===== src/rtl/ex_muldiv.sv =====
// Iterative RV32M multiply/divide unit beside the EX-stage ALU: one shift-add or
// restoring-subtract step per cycle, with one-cycle short cuts for divide-by-zero and overflow.
module ex_muldiv #(
  parameter int WIDTH = 32
) (
  input  logic             i_clk,
  input  logic             i_rst,
  input  logic             i_valid,
  input  logic [2:0]       i_funct3,
  input  logic [WIDTH-1:0] i_A,
  input  logic [WIDTH-1:0] i_B,
  input  logic             i_flush,
  output logic             o_busy,
  output logic             o_valid,
  output logic [WIDTH-1:0] o_result
);
  localparam int CW = $clog2(WIDTH) + 1;

  typedef enum logic [1:0] {IDLE, CALC, DONE} state_t;

  state_t               state_q;
  logic [CW-1:0]        cnt_q;
  logic [2:0]           funct3_q;
  logic                 neg_q;
  logic [2*WIDTH-1:0]   acc_q;
  logic [2*WIDTH-1:0]   acc_d;
  logic [WIDTH-1:0]     opnd_q;
  logic                 valid_q;
  logic [WIDTH-1:0]     result_q;

  logic                 sgn_a, sgn_b, conv_a, conv_b, neg_d;
  logic                 is_div, div_zero, div_ovf, special;
  logic [WIDTH-1:0]     mag_a, mag_b, special_res;

  // acc holds {partial product, multiplier} for multiply and {remainder, dividend/quotient} for divide.
  function automatic logic [2*WIDTH-1:0] mul_step(input logic [2*WIDTH-1:0] acc,
                                                   input logic [WIDTH-1:0]   mcand);
    logic [WIDTH:0] sum;
    sum = {1'b0, acc[2*WIDTH-1:WIDTH]} + (acc[0] ? {1'b0, mcand} : {(WIDTH+1){1'b0}});
    return {sum, acc[WIDTH-1:1]};
  endfunction

  function automatic logic [2*WIDTH-1:0] div_step(input logic [2*WIDTH-1:0] acc,
                                                   input logic [WIDTH-1:0]   dvsr);
    logic [WIDTH:0]     shifted;
    logic [WIDTH:0]     diff;
    logic [2*WIDTH-1:0] nxt;
    shifted = {acc[2*WIDTH-1:WIDTH], acc[WIDTH-1]};
    diff    = shifted - {1'b0, dvsr};
    if (diff[WIDTH]) nxt = {shifted[WIDTH-1:0], acc[WIDTH-2:0], 1'b0};
    else             nxt = {diff[WIDTH-1:0], acc[WIDTH-2:0], 1'b1};
    return nxt;
  endfunction

  function automatic logic [WIDTH-1:0] finalize(input logic [2*WIDTH-1:0] acc,
                                                input logic [2:0]         f3,
                                                input logic               neg);
    logic [2*WIDTH-1:0] prod;
    logic [WIDTH-1:0]   res;
    prod = neg ? -acc : acc;
    case (f3)
      3'b000:                 res = acc[WIDTH-1:0];
      3'b001, 3'b010, 3'b011: res = prod[2*WIDTH-1:WIDTH];
      3'b100, 3'b101:         res = neg ? -acc[WIDTH-1:0] : acc[WIDTH-1:0];
      default:                res = neg ? -acc[2*WIDTH-1:WIDTH] : acc[2*WIDTH-1:WIDTH];
    endcase
    return res;
  endfunction

  always_comb begin
    is_div = i_funct3[2];
    sgn_a  = i_A[WIDTH-1];
    sgn_b  = i_B[WIDTH-1];
    conv_a = (i_funct3 == 3'b001) | (i_funct3 == 3'b010) |
             (i_funct3 == 3'b100) | (i_funct3 == 3'b110);
    conv_b = (i_funct3 == 3'b001) | (i_funct3 == 3'b100) | (i_funct3 == 3'b110);
    mag_a  = (conv_a & sgn_a) ? -i_A : i_A;
    mag_b  = (conv_b & sgn_b) ? -i_B : i_B;
    case (i_funct3)
      3'b001, 3'b100: neg_d = sgn_a ^ sgn_b;
      3'b010, 3'b110: neg_d = sgn_a;
      default:        neg_d = 1'b0;
    endcase
    div_zero = is_div & (i_B == '0);
    div_ovf  = is_div & ~i_funct3[0] & (i_A == {1'b1, {(WIDTH-1){1'b0}}}) & (&i_B);
    special  = div_zero | div_ovf;
    // Overflow: DIV returns the dividend (most negative value), REM returns zero.
    if (div_zero) special_res = i_funct3[1] ? i_A : '1;
    else          special_res = i_funct3[1] ? '0 : i_A;
  end

  assign acc_d    = funct3_q[2] ? div_step(acc_q, opnd_q) : mul_step(acc_q, opnd_q);
  assign o_busy   = ~i_rst & ((state_q == CALC) | ((state_q == IDLE) & i_valid & ~i_flush));
  assign o_valid  = valid_q;
  assign o_result = result_q;

  always_ff @(posedge i_clk or posedge i_rst) begin
    if (i_rst) begin
      state_q  <= IDLE;
      cnt_q    <= '0;
      funct3_q <= '0;
      neg_q    <= 1'b0;
      acc_q    <= '0;
      opnd_q   <= '0;
      valid_q  <= 1'b0;
      result_q <= '0;
    end else begin
      valid_q  <= 1'b0;
      result_q <= '0;
      case (state_q)
        IDLE: begin
          if (i_valid && !i_flush) begin
            funct3_q <= i_funct3;
            neg_q    <= neg_d;
            cnt_q    <= '0;
            if (special) begin
              state_q  <= DONE;
              valid_q  <= 1'b1;
              result_q <= special_res;
            end else begin
              state_q <= CALC;
              acc_q   <= {{WIDTH{1'b0}}, (is_div ? mag_a : mag_b)};
              opnd_q  <= is_div ? mag_b : mag_a;
            end
          end
        end
        CALC: begin
          if (i_flush) begin
            state_q <= IDLE;
          end else begin
            acc_q <= acc_d;
            cnt_q <= cnt_q + 1'b1;
            if (cnt_q == CW'(WIDTH - 1)) begin
              state_q  <= DONE;
              valid_q  <= 1'b1;
              result_q <= finalize(acc_d, funct3_q, neg_q);
            end
          end
        end
        default: state_q <= IDLE;
      endcase
    end
  end

endmodule


===== config.mk =====
export PLATFORM = sky130hd
export DESIGN_NAME = ex_muldiv
export DESIGN_NICKNAME = d
export VERILOG_FILES = /design/src/rtl/ex_muldiv.sv
export SDC_FILE = /design/constraint.sdc
export NUM_CORES = 1
export LEC_CHECK = 0
export BUFFER_PORTS_ARGS = -buffer_cell sky130_fd_sc_hd__buf_2
export CAP_MARGIN = 30
export CELL_PAD_IN_SITES_DETAIL_PLACEMENT = 0
export CELL_PAD_IN_SITES_GLOBAL_PLACEMENT = 2
export CORE_MARGIN = 10
export CORE_UTILIZATION = 25
export DETAILED_ROUTE_END_ITERATION = 10
export GPL_ROUTABILITY_DRIVEN = 0
export PLACE_DENSITY_LB_ADDON = 0.1
export SYNTH_ARGS = -nofsm -noshare
export SYNTH_HDL_FRONTEND = slang
export SYNTH_SLANG_ARGS = --single-unit

===== constraint.sdc =====
create_clock -name i_clk -period 6.65 [get_ports i_clk]
set_clock_uncertainty 0.2 [all_clocks]
set_input_delay 0.665 -clock i_clk [delete_from_list [all_inputs] [get_ports i_clk]]
set_output_delay 0.665 -clock i_clk [all_outputs]
set_load 0.005 [all_outputs]

# --- Yosys cells after proc, flatten, opt, wreduce, memory -nomap -nowiden ---
# Cells that the tools add are included.
# Widths: inputs -> output; s select.
word_totals:
  elab_cells: 106
  out_inout_bits: 34
  register_bits: 141
op_classes:
  n_addsub: 8
  n_reduce_logical: 16
  eq_ne: 16
  bitwise_logic: 21
  muxes: 37
op_table:
  columns: ["op", "count"]
  rows:
  - ["$mux 32", 14]
  - ["$mux 64", 6]
  - ["$neg 32->32", 4]
  - ["$pmux 64 s2", 1]
  - ["$pmux 32 s3", 1]
  - ["$neg 64->64", 1]
  - ["$pmux 32 s2", 1]
  - ["$add 32x32->33", 1]
  - ["$sub 33x32->33", 1]
  - ["$eq 32x32->1 const B", 1]
  - ["$logic_not 32->1", 1]
  - ["$reduce_and 32->1", 1]
  - ["$eq 3x3->1 const B", 4]
  - ["$mux 6", 2]
  - ["$pmux 6 s2", 1]
  - ["$and 1x1->1", 9]
  - ["$eq 3x2->1 const B", 3]
  - ["$mux 2", 4]
  - ["$or 1x1->1", 7]
  - ["$add 6x1->6 const B", 1]
  - ["$eq 3x1->1 const B", 2]
  - ["$eq 6x5->1 const B", 1]
  - ["$reduce_and 3->1", 2]
  - ["$reduce_or 2->1", 3]
  - ["17 further kinds", 26]

# --- Logic depth before layout (Yosys ltp) ---
# Gate-level depths: netlist of the first run.
depth:
  ltp_word: 10
  depth_mapped: 21
  depth_no_buf: 20

# --- Worst setup path before layout of the first run ---
# OpenSTA, ideal clock, no wires.
synth_timing:
  path_type: "reg-to-reg"
  startpoint: "register funct3_q[2]"
  endpoint: "register result_q[16], in the netlist o_result[16]"
  stages_incl_launch_ff: 18
  n_path_buf: 8
  arrival_ps: 4982
  synth_period_minus_slack_ps: 5319
  setup_time_ps: 138
  required_time_ps: 6312
  slack_ps: 1331
  path_cell_list: "dfrtp_1 buf_2 buf_1 clkbuf_1 clkbuf_1 buf_1 buf_2 buf_2 buf_1 mux2i_1 ha_1 or3b_1 or4b_4 o41ai_4 a21boi_1 xnor2_1 a21oi_1 o22ai_1"
synth_between:
  elab_chain_cells: 7
synth_rtl:
  columns: ["element", "line", "source"]
  rows:
  - ["start: declaration", "23", "logic [2:0] funct3_q;"]
  - ["start signal: assignment", "113", "funct3_q <= i_funct3;"]
  - ["$mux 64", "92", "assign acc_d = funct3_q[2] ? div_step(acc_q, opnd_q) : mul_step(acc_q, opnd_q);"]
  - ["$neg 64->64, or another cell as far along", "60", "prod = neg ? -acc : acc;"]
  - ["$mux 64, or another cell as far along", "60", null]
  - ["$pmux 32 s3 (*)", "61", "case (f3)"]
  - ["$mux 32 (*)", "133", "if (cnt_q == CW'(WIDTH - 1)) begin"]
  - ["$mux 32 (*)", "128", "if (i_flush) begin"]
  - ["$pmux 32 s2 (*)", "110", "case (state_q)"]
  - ["end signal: assignment", "119", "result_q <= special_res;"]
  - ["end signal: assignment", "136", "result_q <= finalize(acc_d, funct3_q, neg_q);"]
  - ["end: declaration", "29", "logic [WIDTH-1:0] result_q;"]
# Mark *: on every way between the ends. The rest lies on a longest branch, timed or not.
# A chain may end at the register's enable or synchronous reset.

# --- Worst setup path in the final report of the first run ---
layout_timing:
  startpoint: "register acc_q[31]"
  endpoint: "register result_q[18], in the netlist o_result[18]"
layout_between:
  elab_chain_cells: 9
layout_rtl:
  columns: ["element", "line", "source"]
  rows:
  - ["start: declaration", "25", "logic [2*WIDTH-1:0] acc_q;"]
  - ["start signal: assignment", "122", "acc_q <= {{WIDTH{1'b0}}, (is_div ? mag_a : mag_b)};"]
  - ["$sub 33x32->33", "49", "diff = shifted - {1'b0, dvsr};"]
  - ["$mux 64", "50", "if (diff[WIDTH]) nxt = {shifted[WIDTH-1:0], acc[WIDTH-2:0], 1'b0};"]
  - ["$mux 64 (*)", "92", null]
  - ["$neg 64->64, or another cell as far along", "60", null]
  - ["$mux 64, or another cell as far along", "60", null]
  - ["$pmux 32 s3 (*)", "61", null]
  - ["$mux 32 (*)", "133", null]
  - ["$mux 32 (*)", "128", null]
  - ["$pmux 32 s2 (*)", "110", null]
# Marked as above.

==> results of run 1 <==
-- cell type report --
type | instances | area, um^2
Antenna cell | 1 | 2.50
Clock buffer | 19 | 433
Clock inverter | 13 | 143
Fill cell | 7219 | 45900
Inverter | 77 | 294
Multi-Input combinational cell | 1912 | 11900
Sequential cell | 141 | 3530
Tap cell | 855 | 1070
Timing Repair Buffer | 174 | 1110
-- logic make-up after synthesis --
kind of cell	after synthesis	synth area share
multiplexers	49	0.0313
AND/OR/NAND/NOR	814	0.237
flip-flops	141	0.217
XOR/XNOR	173	0.0932
AO/OA/AOI/OAI	804	0.312
adder cells (fa/ha/maj)	72	0.0563
buffers and inverters	215	0.0530
-- metal layers --
layer  vias up  wire, um  GRT usage
met5         -         0          0
met4         0      2590     0.0731
met3        73      3380     0.0316
met2       448     40600      0.370
met1      8639     38800      0.291
li1       8369         -          -
-- path summary, 6_finish.rpt --
check	cells past startpoint	to	slack, ns
min reg2reg	2	opnd_q[25]$_DFFE_PP0P_	0.31
min	2	funct3_q[0]$_DFFE_PP0P_	0.30
min in group asynchronous	3	cnt_q[4]$_DFFE_PP0P_	0.50
max in group asynchronous	5	opnd_q[28]$_DFFE_PP0P_	4.30
max	19	o_result[18]$_DFF_PP0_	0.53
max reg2reg	19	o_result[18]$_DFF_PP0_	0.53
-- cells in the final DEF (no fill, tap or decap), drive strengths merged, types with 56 or more instances in the layout --
cell type | synthesis | routed
xor2 | 84 | 84
inv | 76 | 77
dfrtp | 141 | 141
a21oi | 246 | 246
buf | 33 | 173
nor3 | 56 | 56
nand2 | 243 | 243
o21ai | 244 | 244
xnor2 | 89 | 89
ha | 70 | 70
nor2 | 268 | 268
-- stage by stage --
step | area, um^2 | util | hold slack, ns | power (mW)
after floorplan | 16300 | - | 0.264 | 4.68
after global placement | 17900 | 0.277 | 0.282 | 6.62
after detailed placement | 17900 | 0.278 | 0.295 | 6.58
after CTS | 18500 | 0.287 | 0.279 | 7.64
after global routing | 18500 | 0.287 | 0.294 | 8.16
final | 18500 | 0.287 | 0.301 | 7.66
-- worst register-to-register path, delay by kind of cell, from the launching register on --
| family | cells | cell delay [ns] |
|---|---|---|
| flip-flops | 1 | 0.42 |
| AO/OA/AOI/OAI | 9 | 2.41 |
| buffers and inverters | 2 | 0.40 |
| adder cells (fa/ha/maj) | 3 | 0.94 |
| AND/OR/NAND/NOR | 5 | 1.63 |
-- power breakdown --
group	total [mW]	leakage, nW	switching, mW	internal [mW]
Sequential	1.36	1.84	0.323	1.04
Combinational	5.28	5.64	3.50	1.78
Clock	1.01	0.277	0.459	0.552
-- what timing repair did --
item                                   4_1_cts  5_1_grt
setup endpoints to repair                    0        0
buffers inserted                             0        0
hold buffers                                 1        0
endpoints found under the hold margin       25        0
-- registers in the layout, indices dropped and copies added, names as in the netlist --
name,count
cnt_q,6
funct3_q,3
o_result,32
neg_q,1
state_q,2
acc_q,64
opnd_q,32
o_valid,1
==> results_dict.tcl, run 1 <==
set metrics [dict create \
    hp-start "i_funct3[0]" \
    synth_top_area_share 0.217 \
    insertion_delay_ns 0.51 \
    synth_area_per_cell_um2 7.17 \
    post_cts_resized 0 \
    synth_ff_type "dfrtp_1" \
    synthDistinctLibCells 96 \
    grt_pass1_vias 17154 \
    cts_tree "done" \
    yosys.area.top_type "dfrtp_1" \
    cp_num_buf_inv 2 \
    io_buffers 104 \
    grt_max_degree 100 \
    cts-root-buf "clkbuf_16" \
    drive_gt1_frac 0.122 \
    start_util 0.252 \
    place_ws_ns 0.703 \
    fin_cells 3192 \
    setup_ws_ns 0.533 \
    maxCapViolCount 0 \
    required_ns 6.82 \
    crit_fanout 14 \
    postRouteAntennaNets 0 \
    fp.coreArea_um2 64500 \
    yosysWarnings 0 \
    worst_hold_path_type "in2reg" \
    cp.arrival_ns 6.29 \
    syn_to_final_growth_pct 14.0 \
    netlist_area_um2 16300 \
    status "finished, final reports clean" \
    startpoint_type "flop" \
    antenna_found_initial 4 \
    dr.first_iter.drc_count 1386 \
    dp_hpwl_um 68800 \
    fin_crit_sh 0.920 \
    netlist_instances 2268 \
    vdd_drop_max_v 0.000222 \
    synth_common_cells "nor2_1, a21oi_1, nand2_1, o21ai_0, dfrtp_1" \
    setup_violations 0 \
    clkTransAtPathRegs_ns 0.07 \
    cts_num_sinks 141 \
    numCtsBuffers 17 \
    grtUsageTotal 0.222 \
    crit_type "reg2reg" \
    crit_family "compound AO/OA/AOI/OAI gates" \
    die-height_um 275 \
    cts_htree_levels 4 \
    synth_fp_nets 2411 \
    endpoint_kind "flop" \
    synth_edf_count 0 \
    crit_chain "inv_1 -> ha_1 -> fa_1 -> nand2b_1 -> a21oi_1 -> o21a_4 -> o2111ai_2 -> nand3_1 -> buf_4 -> a21oi_1 -> o31ai_4 -> ha_1 -> or3b_1 -> nor4b_2 -> nand2_1 -> o41ai_1 -> a21oi_1 -> a311oi_1 -> o22ai_1" \
    relSlewSlack 0.293 \
    regToRegStartpoint "acc_q[31]$_DFFE_PP0P_" \
    max_clock_freq_mhz 163 \
    rows 93 \
    die-area_um2 75600 \
    yosysMostFrequentCell "nor2_1" \
    layout_min_cycle_time_ns 6.12 \
    path_common_cell "a21oi_1" \
    tightest_slew_ns 1.04 \
    finalNetCount 2466 \
    avgRoutedWirePerCell_um 26.7 \
    finalMaxSlewViolations 0 \
    grt_pass1_wl_um 123000 \
    drtPass1Iterations 5 \
    die_w_um 275 \
    setup-tns-final_ns 0 \
    p_leak_nw 7.75 \
    io_pins 105 \
    clockBufferDepth 2 \
    crit_start "acc_q[31]$_DFFE_PP0P_" \
    slowest_stage "nor4b_2" \
    rsz0062_at_grt "false" \
    ys_seq_elements 141 \
    power_density_nw_per_um2 413 \
    async_flop_share 1.00 \
    hold_violations 0 \
    via_per_inst 5.49 \
    wirelength_um 85300 \
    max_stage_delay_ns 0.63 \
    post-route-drc-count 0 \
    dp_cells 3158 \
    synth_seq_area_share 0.217 \
    num_vias 17529 \
    synth.area.top_cells "dfrtp_1, a21oi_1, o21ai_0, nor2_1, nand2_1" \
    gr-total-overflow 0 \
]
No activity file was read; power rests on OpenSTA's default activity.
==> inputs of run 2 (changes only) <==
--- a/config.mk
+++ b/config.mk
@@ -5,13 +5,13 @@
 export SDC_FILE = /design/constraint.sdc
 export NUM_CORES = 1
 export LEC_CHECK = 0
-export BUFFER_PORTS_ARGS = -buffer_cell sky130_fd_sc_hd__buf_2
-export CAP_MARGIN = 30
+export CAP_MARGIN = 20
 export CELL_PAD_IN_SITES_DETAIL_PLACEMENT = 0
 export CELL_PAD_IN_SITES_GLOBAL_PLACEMENT = 2
 export CORE_MARGIN = 10
 export CORE_UTILIZATION = 25
 export DETAILED_ROUTE_END_ITERATION = 10
+export DONT_BUFFER_PORTS = 1
 export GPL_ROUTABILITY_DRIVEN = 0
 export PLACE_DENSITY_LB_ADDON = 0.1
 export SYNTH_ARGS = -nofsm -noshare
==> results_dict.tcl, run 2 (synthesized netlist as in run 1, its figures left out) <==
set metrics [dict create \
    clockBufferDepth 2 \
    cts-root-buf "clkbuf_16" \
    endpoint_kind "flop" \
    numCtsBuffers 17 \
    fp.coreArea_um2 64500 \
    cts_htree_levels 4 \
    cp.arrival_ns 6.21 \
    grtUsageTotal 0.227 \
    violations "negative hold slack" \
    p_leak_nw 7.33 \
    cts_num_sinks 141 \
    worst_hold_path_type "in2async" \
    num_vias 17282 \
    fin_crit_sh 0.914 \
    tightest_slew_ns 1.05 \
    drive_gt1_frac 0.0815 \
    die-height_um 275 \
    required_ns 6.78 \
    final_common_cell "nor2_1" \
    syn_to_final_growth_pct 11.3 \
    io_buffers 0 \
    setup-tns-final_ns 0 \
    die-area_um2 75600 \
    setup_violations 0 \
    layout_min_cycle_time_ns 6.08 \
    grt_max_degree 101 \
    max_clock_freq_mhz 164 \
    insertion_delay_ns 0.50 \
    antenna_found_initial 7 \
    avgRoutedWirePerCell_um 28.2 \
    fillCellCount 7180 \
    via_per_inst 5.60 \
    mostFrequentLayoutCells "nor2_1, a21oi_1, nand2_1" \
    maxCapViolCount 0 \
    hold_violations 15 \
    post_cts_resized 0 \
    largest_register "acc_q" \
    dr.first_iter.drc_count 1413 \
    dp_cells 3054 \
    rsz0062_at_grt "false" \
    largest_reg_flops 64 \
    gr-total-overflow 0 \
    wirelength_um 87200 \
    io_pins 105 \
    hold_ws_ns -0.0528 \
    post-cts-setup-buffers 0 \
    crit_type "reg2reg" \
    relSlewSlack 0.294 \
    post-route-drc-count 0 \
    setup_ws_ns 0.570 \
    rows 93 \
    cts_tree "done" \
    crit_fanout 12 \
    status "finished with violations" \
    finalMaxSlewViolations 0 \
    power_density_nw_per_um2 435 \
    hold_buffers 0 \
    clkTransAtPathRegs_ns 0.07 \
    die_w_um 275 \
    place_ws_ns 0.690 \
    grt_pass1_vias 17111 \
    dp_hpwl_um 70000 \
    finalNetCount 2362 \
    fin_cells 3088 \
    vdd_drop_max_v 0.000233 \
    startpoint_type "flop" \
    grt_pass1_wl_um 124000 \
    postRouteAntennaNets 0 \
    start_util 0.252 \
    drtPass1Iterations 5 \
]
[run 2: area by class of cell]
type	instances	area, um^2	area share
Antenna cell	1	2.50	0.000138
Inverter	77	294	0.0163
Sequential cell	141	3530	0.195
Clock buffer	19	433	0.0239
Multi-Input combinational cell	1912	11900	0.660
Clock inverter	13	236	0.0131
Tap cell	855	1070	0.0591
Timing Repair Buffer	70	583	0.0322
[run 2: layer usage]
layer,track usage,vias up,wire [um]
met5,0,-,13
met2,0.379,496,41100
met1,0.288,8547,38500
met4,0.0713,2,2700
li1,-,8146,-
met3,0.0469,91,4940
[run 2: worst paths after layout]
check,from,slack (ns),end,cells after the start
worst max-delay path,acc_q[48]$_DFFE_PP0P_,0.57,o_result[26]$_DFF_PP0_,15
worst min-delay path,i_rst,-0.05,cnt_q[1]$_DFFE_PP0P_,1
worst max register to register,acc_q[48]$_DFFE_PP0P_,0.57,o_result[26]$_DFF_PP0_,15
worst min register to register,opnd_q[3]$_DFFE_PP0P_,0.30,opnd_q[3]$_DFFE_PP0P_,2
max in group asynchronous,i_rst,5.06,o_result[15]$_DFF_PP0_,3
min in group i_clk,i_funct3[1],0.12,funct3_q[1]$_DFFE_PP0P_,2
[run 2: worst max-delay path, cell delays in order (launching register included)]
cell and delay [ns]:
dfrtp_1 0.44, ha_1 0.46, a21oi_1 0.31, o21ai_1 0.20, a221oi_2 0.34, o221ai_2 0.25
o21ai_2 0.65, buf_4 0.33, nand3_1 0.46, o221a_2 0.53, nor3_2 0.37, nand3_2 0.24
o41ai_2 0.45, a21oi_1 0.13, nor3_1 0.35, o22ai_1 0.20
[run 2: where the power goes]
group / internal, mW / switching, mW
logic: 1.77 / 3.54
clock network: 0.706 / 0.466
registers: 1.04 / 0.341
[run 2: per-stage QoR]
step           hold slack, ns   util  area [um^2]  power, mW
6_report              -0.0528  0.281        18100       7.87
5_1_grt                0.0138  0.281        18100       8.36
4_1_cts               0.00782  0.280        18100       7.84
3_5_place_dp            0.292  0.270        17400       6.63
3_3_place_gp            0.282  0.270        17400       6.69
2_1_floorplan           0.264      -        16300       4.68
